## config.mk

```make
export PLATFORM = sky130hd
export DESIGN_NAME = pc_unit
export DESIGN_NICKNAME = d
export VERILOG_FILES = /design/src/rtl/pc_unit.sv
export SDC_FILE = /design/constraint.sdc
export NUM_CORES = 1
export LEC_CHECK = 0
export ABC_AREA = 1
export BUFFER_PORTS_ARGS = -buffer_cell sky130_fd_sc_hd__buf_2
export CORE_ASPECT_RATIO = 0.75
export CORE_MARGIN = 2
export CORE_UTILIZATION = 45
export CTS_CLUSTER_SIZE = 12
export DETAILED_ROUTE_END_ITERATION = 10
export GPL_ROUTABILITY_DRIVEN = 0
export PLACE_DENSITY = 0.86
export SLEW_MARGIN = 5
export SYNTH_ARGS = -nofsm -noshare
export SYNTH_HDL_FRONTEND = slang
export SYNTH_SLANG_ARGS = --single-unit
```

## constraint.sdc

```tcl
create_clock -name i_clk -period 1.7 [get_ports i_clk]
set_input_delay 0.34 -clock i_clk [delete_from_list [all_inputs] [get_ports i_clk]]
set_output_delay 0.34 -clock i_clk [all_outputs]
set_load 0.05 [all_outputs]
```

## src/rtl/pc_unit.sv

```systemverilog
// pc_unit: program counter with IDLE/RUN/HALT control, single-step gating,
// hazard stall, jump/branch redirect, sticky misalignment flag and a
// saturating count of PC updates.
module pc_unit #(
  parameter int                      SIZE_ADDR_PC = 32,
  parameter int                      PC_STEP      = 4,
  parameter logic [SIZE_ADDR_PC-1:0] RESET_PC     = '0,
  parameter int                      SIZE_CNT     = 32
) (
  input  logic                    i_clk,
  input  logic                    i_reset,
  input  logic                    i_start,
  input  logic                    i_step_mode,
  input  logic                    i_step,
  input  logic                    i_enable,
  input  logic                    i_branch,
  input  logic                    i_jump,
  input  logic [SIZE_ADDR_PC-1:0] i_branch_addr,
  input  logic [SIZE_ADDR_PC-1:0] i_jump_addr,
  input  logic                    i_halt,
  output logic [SIZE_ADDR_PC-1:0] o_PC,
  output logic [SIZE_ADDR_PC-1:0] o_PC_next_seq,
  output logic                    o_running,
  output logic                    o_halted,
  output logic                    o_misaligned,
  output logic [SIZE_CNT-1:0]     o_cycle_count
);

  typedef enum logic [1:0] {IDLE = 2'd0, RUN = 2'd1, HALT = 2'd2} state_t;

  // PC_STEP is a power of two, so the alignment bits are exactly PC_STEP-1.
  localparam logic [SIZE_ADDR_PC-1:0] STEP       = SIZE_ADDR_PC'(PC_STEP);
  localparam logic [SIZE_ADDR_PC-1:0] ALIGN_MASK = SIZE_ADDR_PC'(PC_STEP - 1);

  state_t                  state, state_nxt;
  logic [SIZE_ADDR_PC-1:0] pc, pc_seq, pc_nxt;
  logic [SIZE_CNT-1:0]     cnt;
  logic                    mis;
  logic                    upd_ok, pc_we, tgt_mis;

  // Update qualification and next-PC selection (jump beats branch beats sequential).
  always_comb begin
    pc_seq  = pc + STEP;  // natural wrap modulo 2^SIZE_ADDR_PC
    upd_ok  = (state == RUN) && i_enable && (!i_step_mode || i_step);
    pc_we   = upd_ok && !i_halt;
    pc_nxt  = pc_seq;
    tgt_mis = 1'b0;
    if (i_jump) begin
      pc_nxt  = i_jump_addr;
      tgt_mis = pc_we && |(i_jump_addr & ALIGN_MASK);
    end else if (i_branch) begin
      pc_nxt  = i_branch_addr;
      tgt_mis = pc_we && |(i_branch_addr & ALIGN_MASK);
    end
  end

  // Control FSM next state; HALT is left only through reset.
  always_comb begin
    state_nxt = state;
    case (state)
      IDLE:    if (i_start) state_nxt = RUN;
      RUN:     if (upd_ok && i_halt) state_nxt = HALT;
      default: state_nxt = state;
    endcase
  end

  // State, PC, sticky flag and saturating update counter.
  always_ff @(posedge i_clk) begin
    if (i_reset) begin
      state <= IDLE;
      pc    <= RESET_PC;
      cnt   <= '0;
      mis   <= 1'b0;
    end else begin
      state <= state_nxt;
      if (pc_we) pc <= pc_nxt;
      if (pc_we && !(&cnt)) cnt <= cnt + SIZE_CNT'(1);
      if (tgt_mis) mis <= 1'b1;
    end
  end

  assign o_PC          = pc;
  assign o_PC_next_seq = pc_seq;
  assign o_running     = (state == RUN);
  assign o_halted      = (state == HALT);
  assign o_misaligned  = mis;
  assign o_cycle_count = cnt;

endmodule

```

==> run summary <==
Status - finished with violations
Failing checks - negative setup slack
Max-Cap Viols - 0
Hold path depth - 3
Hold Path Origin - i_start
Synth Area per Inst - 6.000 µm²
Main area contributors after synthesis - dfxtp_1 (29%), nand2_1 (23%), nor2_1 (9.0%)
Seq cells post-synth - 67
Worst vdd ir - 0.5324 mV
Critical Path Fanout Max - 5
Die height - 91.81 µm
CTS Buf Count - 9
Grt total ovfl - 0
DPL Wire Length - 12710 µm
I/O pin count - 172
Chip width - 121.1 µm
Final worst setup slack - -0.5129 ns
F_max - 451.9 MHz
Measured slew at the worst slew-check pin - 0.5005 ns
Syn-to-layout area delta - 67.41%
Vias - 6477
Min-delay worst type - input pin to register
H-tree level count - 3
Global-route wire length before repair - 28460 µm
Clock sinks - 67
Depth of the worst register-to-register path - 11
Crit start category - register
Pwr/cell area - 556.8 mW/mm²
Worst-path clk slew - 0.06 ns
Synth Cell Area - 0.004626 mm²
Root buffer selected by CTS - clkbuf_16
Die area - 0.01111 mm²
Initial drt markers - 573
Core outline area - 0.01013 mm²
Commonest non-fill, non-tap cell in the layout - nand2_1
TritonCTS clock tree - yes
Final setup viols - 35
Kind of critical path - register to output port
Kind of end point of the critical path - output port
Syn nets - 846
Power after layout - 4.312 mW
Final Cycle Share - 130.2%
Syn. warnings - 0
Cells after Synth - 771
Post-Route WL - 19490 µm
Drt pass-1 iters - 7
Unique masters post-synth - 32
Average wire per standard cell - 16.79 µm
Rel. slew slack - 66.60%
Fin Clk Skew - 0.007499 ns
Crit Reg-Reg Startpoint - o_PC[13]
Post-Place Setup Slack - -0.2391 ns
Slew Limit Fails - 0
Post-CTS Hold Fix Bufs - 0
Global Route Usage Sum - 32.26%
Worst EP required - 1.36 ns
Min cycle time layout - 2.213 ns
Pin count of the biggest net entering global routing - 53
Final ANT Viol Nets - 0
Count of input and output buffers - 171
Reg-to-reg setup timing slack - -0.11 ns
Final net count - 1094
FILL cells - 718
Leakage - 3.355 nW
Routed vias/inst - 5.579
Rows - 32
Area leader, netlist - dfxtp_1
Initial core utilization - 45.66%
Post-route DRC - 0
Vias in the first global route - 5831
Share of cells above drive strength 1 - 47.56%
Max clock buf depth - 2
Initial antenna violation count - 1
RSZ-0062 raised after global routing - true
Seq/Total Area, Yosys - 29.00%
Final Hold Vio Count - 0
Critical Path Start - o_PC[13]
Top-area cell type share of the netlist area - 29.00%
Most frequent cells in the layout - nand2_1 (219), buf_2 (143), nor2_1 (85), buf_4 (78), a21oi_1 (58)
Critical Path AT - 1.87 ns
Insertion delay to the later sink of the worst-skew pair - 0.33 ns
[Yosys cell counts, drive strengths merged]
cell type	count
dfxtp	67
nand3	35
xor2	14
a21oi	62
nand2	288
ha	2
o21bai	13
clkbuf	18
a22o	2
nand4	2
and2	1
xnor2	9
nand3b	13
clkinv	1
nor2	122
o21ai	26
a211oi	1
inv	51
buf	11
o22ai	29
nor3	3
o221ai	1
[per-stage QoR]
| step | cell area [µm²] | utilization (%) | TNS [ns] | cells | hold WS (ns) |
|---|---|---|---|---|---|
| finish | 7744 | 76.45 | -11.69 | 1161 | 0.2943 |
| global route | 7744 | 76.45 | -14.52 | 1161 | 0.3039 |
| CTS | 7353 | 72.59 | -10.02 | 1148 | 0.2896 |
| detailed placement | 6595 | 65.11 | -3.465 | 1124 | 0.4437 |
| global placement | 6595 | 65.11 | -2.414 | 1124 | 0.4505 |
| floorplan | 5109 | - | -7.312 | 771 | 0.4666 |
[where the power goes]
group / internal (mW) / switching (mW) / total (mW) / leakage, nW
clock network: 1.15 / 0.756 / 1.90 / 0.151
registers: 1.59 / 0.0350 / 1.62 / 0.569
logic: 0.304 / 0.481 / 0.786 / 2.63
total: 3.04 / 1.27 / 4.31 / 3.36
[worst max-delay path, cell delays in order (launching register included)]
cell and delay (ns):
dfxtp_4 0.40, nand2_1 0.13, nor2_2 0.18, nand2_1 0.14
nor2_4 0.27, nand3_2 0.17, nand2_4 0.10, buf_8 0.14
[path summary, 6_finish.rpt]
check | to
setup reg to reg | o_PC[31]
setup / recovery | o_PC_next_seq[31]
hold / removal | state[0]
hold reg to reg | o_misaligned
[registers in the layout, indices dropped and copies added (netlist names)]
name and flops:
o_PC 32, o_cycle_count 32, o_misaligned 1, state 2
[final cells by class]
class / instances / area (µm²) / share of cell area, %
Inverter: 52 / 211.5 / 2.731
Sequential cell: 67 / 1430 / 18.47
Multi-Input combinational cell: 623 / 3707 / 47.88
Timing Repair Buffer: 266 / 1923 / 24.83
Clock buffer: 9 / 225.2 / 2.908
Antenna cell: 1 / 2.502 / 0.03232
Clock inverter: 7 / 73.82 / 0.9533
Tap cell: 136 / 170.2 / 2.197
[timing repair]
| item | 4_1_cts | 5_1_grt |
|---|---|---|
| resized for setup | 105 | 89 |
| setup buffers | 7 | 13 |
| pin swaps | 29 | 43 |
| cloned | 1 | 0 |
| endpoints found under the setup margin | 29 | 72 |
[per-layer routing]
metal  GRT usage (%)  wire (µm)  vias to the layer above
met2           50.51       8859                      396
met4           11.92        839                        0
met5               0          0                        -
met3           7.525       1938                       89
met1           43.16       7855                     3004
li1                -          -                     2988
[cell families (layout without fill, tap and decap cells)]
logic type,after synthesis,in the layout,share of synthesized area [%]
flops,67,67,29.00
xor+xnor,23,23,4.355
fa+ha+maj,2,2,0.5409
other cells,0,1,0
simple gates,464,464,42.25
buf+inv,81,334,7.573
compound gates,134,134,16.28
Note: power is estimated with default switching activity, not from simulation.
